## config.mk

```make
export PLATFORM = sky130hd
export DESIGN_NAME = capi_tag_pool
export DESIGN_NICKNAME = d
export VERILOG_FILES = /design/src/rtl/capi_tag_pool.sv
export SDC_FILE = /design/constraint.sdc
export NUM_CORES = 1
export LEC_CHECK = 0
export ABC_AREA = 0
export BUFFER_PORTS_ARGS = -buffer_cell sky130_fd_sc_hd__buf_2
export CORE_ASPECT_RATIO = 1.25
export CORE_MARGIN = 2
export CORE_UTILIZATION = 25
export CTS_CLUSTER_DIAMETER = 30
export DETAILED_ROUTE_END_ITERATION = 8
export PLACE_DENSITY = 0.47
export SYNTH_ARGS = -nofsm -noshare
export SYNTH_HDL_FRONTEND = slang
export SYNTH_SLANG_ARGS = --single-unit
```

## constraint.sdc

```tcl
create_clock -name clk -period 5.22 [get_ports clk]
set_input_delay 0.261 -clock clk [delete_from_list [all_inputs] [get_ports clk]]
set_output_delay 0.261 -clock clk [all_outputs]
set_load 0.03 [all_outputs]
```

## src/rtl/capi_tag_pool.sv

```systemverilog
// capi_tag_pool -- free-list of resource IDs (tags) kept in a circular FIFO.
//
// After reset the pool fills itself with IDs 0..num_res-1, one per cycle
// (INIT). In RUN it offers the FIFO head for allocation and accepts returned
// IDs at the tail, so IDs are reallocated in the order they were freed.
// A number of IDs ('reserve') can be held back for high-priority requesters.
//
// Ports:
//   clk, reset    clock, synchronous active-high reset
//   i_free_v/id   return of an ID
//   o_avail_v/id  ID offered for allocation; o_avail_r takes it
//   i_hipri       requester may dip into the reserve
//   o_free_cnt    IDs currently in the pool
//   o_init_done   initial fill complete
//   o_free_err    one-cycle pulse after an illegal free
//
// Optional macro CAPI_TAG_POOL_DBLFREE_CHK_EN adds an in-use bitmap so a free
// of an ID that is not currently allocated is rejected as illegal.
module capi_tag_pool #(
  parameter int id_width = 4,
  parameter int num_res  = 2**id_width,
  parameter int reserve  = 0
) (
  input  logic                clk,
  input  logic                reset,
  input  logic                i_free_v,
  input  logic [id_width-1:0] i_free_id,
  output logic                o_avail_v,
  output logic [id_width-1:0] o_avail_id,
  input  logic                o_avail_r,
  input  logic                i_hipri,
  output logic [id_width:0]   o_free_cnt,
  output logic                o_init_done,
  output logic                o_free_err
);

  localparam int                DEPTH     = 2**id_width;
  localparam logic [id_width:0] NUM_RES_C = (id_width+1)'(num_res);
  localparam logic [id_width:0] RESERVE_C = (id_width+1)'(reserve);
  localparam logic [id_width:0] CNT_ONE   = (id_width+1)'(1);
  localparam logic [id_width-1:0] PTR_ONE = id_width'(1);
  localparam logic [id_width-1:0] LAST_ID = id_width'(num_res-1);

  typedef enum logic {S_INIT, S_RUN} state_t;

  state_t              state_q, state_d;
  logic [id_width-1:0] rptr_q, rptr_d;
  logic [id_width-1:0] wptr_q, wptr_d;
  logic [id_width:0]   cnt_q, cnt_d;
  logic                err_q, err_d;
  logic [id_width-1:0] mem_q [DEPTH];

  logic                in_run, alloc, id_range_bad, dbl_bad, free_bad, free_ok;
  logic                wr_en;
  logic [id_width-1:0] wr_data;

`ifdef CAPI_TAG_POOL_DBLFREE_CHK_EN
  logic [num_res-1:0]  inuse_q, inuse_d;
`endif

  assign in_run      = (state_q == S_RUN);
  assign o_init_done = in_run;
  assign o_free_cnt  = cnt_q;
  assign o_free_err  = err_q;
  assign o_avail_id  = mem_q[rptr_q];
  // Availability looks only at state, count and priority -- never at o_avail_r.
  assign o_avail_v   = in_run && ((cnt_q > RESERVE_C) || (i_hipri && (cnt_q != '0)));
  assign alloc       = o_avail_v && o_avail_r;

  always_comb begin
    id_range_bad = ({1'b0, i_free_id} >= NUM_RES_C);
`ifdef CAPI_TAG_POOL_DBLFREE_CHK_EN
    dbl_bad = !id_range_bad && !inuse_q[i_free_id];
`else
    dbl_bad = 1'b0;
`endif
    // A full pool can only take a free if an allocation makes room this cycle.
    free_bad = i_free_v && (!in_run || id_range_bad || dbl_bad ||
                            ((cnt_q == NUM_RES_C) && !alloc));
    free_ok  = i_free_v && !free_bad;
    err_d    = free_bad;

    state_d = state_q;
    rptr_d  = rptr_q;
    wptr_d  = wptr_q;
    cnt_d   = cnt_q;
    wr_en   = 1'b0;
    wr_data = wptr_q;

    if (!in_run) begin
      // During the fill the write pointer doubles as the ID being written.
      wr_en   = 1'b1;
      wr_data = wptr_q;
      wptr_d  = wptr_q + PTR_ONE;
      cnt_d   = cnt_q + CNT_ONE;
      if (wptr_q == LAST_ID) state_d = S_RUN;
    end else begin
      if (alloc) rptr_d = rptr_q + PTR_ONE;
      if (free_ok) begin
        wr_en   = 1'b1;
        wr_data = i_free_id;
        wptr_d  = wptr_q + PTR_ONE;
      end
      if (free_ok && !alloc)      cnt_d = cnt_q + CNT_ONE;
      else if (!free_ok && alloc) cnt_d = cnt_q - CNT_ONE;
    end

`ifdef CAPI_TAG_POOL_DBLFREE_CHK_EN
    inuse_d = inuse_q;
    if (!in_run) begin
      inuse_d = '0;
    end else begin
      if (alloc)   inuse_d[o_avail_id] = 1'b1;
      if (free_ok) inuse_d[i_free_id]  = 1'b0;
    end
`endif
  end

  always_ff @(posedge clk) begin
    if (reset) begin
      state_q <= S_INIT;
      rptr_q  <= '0;
      wptr_q  <= '0;
      cnt_q   <= '0;
      err_q   <= 1'b0;
`ifdef CAPI_TAG_POOL_DBLFREE_CHK_EN
      inuse_q <= '0;
`endif
    end else begin
      state_q <= state_d;
      rptr_q  <= rptr_d;
      wptr_q  <= wptr_d;
      cnt_q   <= cnt_d;
      err_q   <= err_d;
`ifdef CAPI_TAG_POOL_DBLFREE_CHK_EN
      inuse_q <= inuse_d;
`endif
    end
  end

  // Storage needs no reset: nothing is read before INIT has written it.
  always_ff @(posedge clk) begin
    if (wr_en && !reset) mem_q[wptr_q] <= wr_data;
  end

endmodule

```

==> flow_summary.toml <==
[status]
outcome = "finished, final reports clean"

[placed_design]
dpl.hpwl_um = 5030
dpl.cell_count = 410
place.gp.congestion = 0.830
place_ws_ns = 2.31
portBuffers = 19
placedInstanceArea_um2 = 3840

[layout]
layout.cells.non_filler = 426
final_area_um2 = 4150
syn_to_final_growth_pct = 16.1
layout.nets = 263
antenna_cells = 0
fill_cells = 1366
multi_input_area_um2 = 1190
register_area_um2 = 2300
final_layout_size_suffix_gt1_share_pct = 25.9

[worst_setup_path]
crit_type = "register to register"
crit_arrival_ns = 2.84
crit_path_max_incr_delay_ns = 0.91
crit_path_top_delay_cell = "nor4bb_1"
endpoint_kind = "register"
timing.critical_path.from = "o_free_cnt[1]"
endpoint = "mem_q[7][2]"
rr_worst_depth = 7
worstPathRequired_ns = 5.17
r2r_slack_ns = 2.33
crit_chain = "inv_1 -> ha_1 -> or3b_1 -> o21ai_2 -> nand2_1 -> and2_1 -> nor4bb_1"
cp-start-kind = "register"
r2r_end = "mem_q[7][2]"
rr_startpoint = "o_free_cnt[1]"
cp_max_fo = 8

[cts]
ctsResizeCount = 0
clk-insertion-delay-late_ns = 0.33
cts_root_buf = "clkbuf_16"
cts_hold_buf = 0
post-cts-setup-buffers = 0
cts_buffers = 9
cts_sinks = 83
clk_pin_slew_ns = 0.06
clockBufferDepth = 2
cts_tree = "done"
h-tree-depth = 3

[drt]
drc_errors = 0
wl_per_cell_um = 16.9
via_count = 1936
post_drt_via_cell_ratio = 4.54
drt-pass1-iter-count = 6
wirelength_um = 7220
drtIter0Drc = 86
ant_nets = 0

[timing]
setup_viol = 0
period_share_pct = 55.4
finalHoldViolCount = 0
relSlewSlack_pct = 29.7
fmax_mhz = 346
rsz0062_at_grt = "no"
tightest_slew_ns = 1.04
fin_crit_ns = 2.89
finalSetupTns_ns = 0
setup_ws_ns = 2.33
drv_slew = 0
fin_skew_ns = 0.00464

[logic_synthesis]
ys_top_cells_by_area = "edfxtp_1 54%, mux4_2 13%, dfxtp_1 11%"
synth_edf_count = 64
syn_nets = 244
ys_types = 39
ys_seq_area_share_pct = 64.4
ys_ff_latch = 83
ys_warn_count = 0
synth.cell_area_um2 = 3580
yosysTopAreaCellShare_pct = 53.7
synth_ff_type = "edfxtp_1"
netlist_instances = 227
postSynthAreaPerCell_um2 = 15.8
async_reset_ff_share_pct = 0
synth.largest_area_cell = "edfxtp_1"

[floorplanning]
dieArea_um2 = 15300
ios = 21
num_rows = 48
die_h_um = 138
fp.dieW_um = 111
start_util_pct = 25.8
coreArea_um2 = 13900

[pwr]
ir_drop_v = 0.000148
power.density_nw_per_um2 = 356
total_leakage_power_nw = 1.41

[grt]
use_met1_pct = 11.4
top_usage_layer = "met2"
grt_pass1_vias = 2079
antenna_found_initial = 0
grt_start_max_net_pins = 23
grt_use_met2_pct = 17.6
grt_first_pass_wirelength_um = 11500
grt_usage_pct = 10.0
grtUsageMet3_pct = 2.42
grt.overflow.total = 0

[worst_hold_path]
hold_class = "primary input to register"

[run]
maxCapViolations = 0
[placed cells by master, fill, tap and decap left out, drive strengths merged, types with 8 or more instances in the layout]
master / instances
dfxtp: 19
mux4: 20
buf: 20
edfxtp: 64
clkbuf: 10
and3: 13
ha: 8
nor2: 12
nand2: 9
a21oi: 9
[routing by layer]
layer	wire length, um	part of all wire, %	vias to the layer above
li1	-	-	925
met1	3080	43	962
met2	3690	51	35
met3	227	3.1	14
met4	230	3.2	0
met5	0	0	-
[how the worst min path moves through the flow]
| stage | start | end | slack (ns) | depth (start not counted) |
|---|---|---|---|---|
| after floorplan | rptr_q[1] | register | 0.47 | 2 |
| after global placement | rptr_q[1] | rptr_q[1] | 0.51 | 2 |
| after detailed placement | rptr_q[1] | rptr_q[1] | 0.52 | 2 |
| after CTS | i_free_v | o_free_err | 0.26 | 3 |
| after global routing | i_free_v | o_free_err | 0.30 | 3 |
| final | i_free_v | o_free_err | 0.27 | 3 |
[worst max-delay path, delay by kind of cell, from the launching register on]
kind,cells,cell delay (ns)
flops,1,0.47
simple gates,4,1.56
buf+inv,1,0.13
compound gates,1,0.11
fa+ha+maj,1,0.24
[cells by family after synthesis]
group,synth area share (%)
AO/OA/AOI/OAI,4.76
flip-flops,64.4
XOR/XNOR,1.71
multiplexers,14.5
adder cells (fa/ha/maj),2.80
buffers and inverters,2.24
AND/OR/NAND/NOR,9.65
[state kept, by name, indices dropped and copies added, names as in the netlist, named ones only]
name         flops
o_free_err       1
mem_q           64
o_free_cnt       5
wptr_q           4
rptr_q           4
o_init_done      1
[cells in the mapped netlist (2+ instances only)]
master and number:
clkbuf_1 5, xor2_1 2, nand2_1 9, a31oi_1 6, xnor2_1 5, a21boi_0 2, ha_1 8, and4b_1 2
nand2b_1 2, nand3_1 6, nor3_1 2, o21ai_0 3, mux4_2 20, nor2b_1 3, nor2_1 12, dfxtp_1 19
mux2_2 6, and3_1 13, a21oi_1 9, buf_2 4, edfxtp_1 64, nor4bb_1 2, inv_1 5, nand4_1 3
[final cells by class]
cell class,instances,area share (%)
Inverter,5,0.452
Tap cell,175,5.27
Clock inverter,6,2.11
Timing Repair Buffer,20,2.47
Sequential cell,83,55.4
Clock buffer,10,5.51
Multi-Input combinational cell,127,28.8
[metrics by stage]
stage	hold WS (ns)	power, mW	utilization, %
after detailed placement	0.516	0.831	27.7
after global routing	0.300	1.53	29.9
after global placement	0.505	0.830	27.7
after floorplan	0.467	0.804	-
after CTS	0.256	1.50	29.9
final	0.269	1.48	29.9
[report_power, final]
group          leakage, nW  total, mW  internal, mW  switching (mW)
registers            0.737      0.735         0.726         0.00983
clock network        0.157      0.664         0.420           0.244
logic                0.517     0.0806        0.0284          0.0522
(Power assumes the default switching activity.)
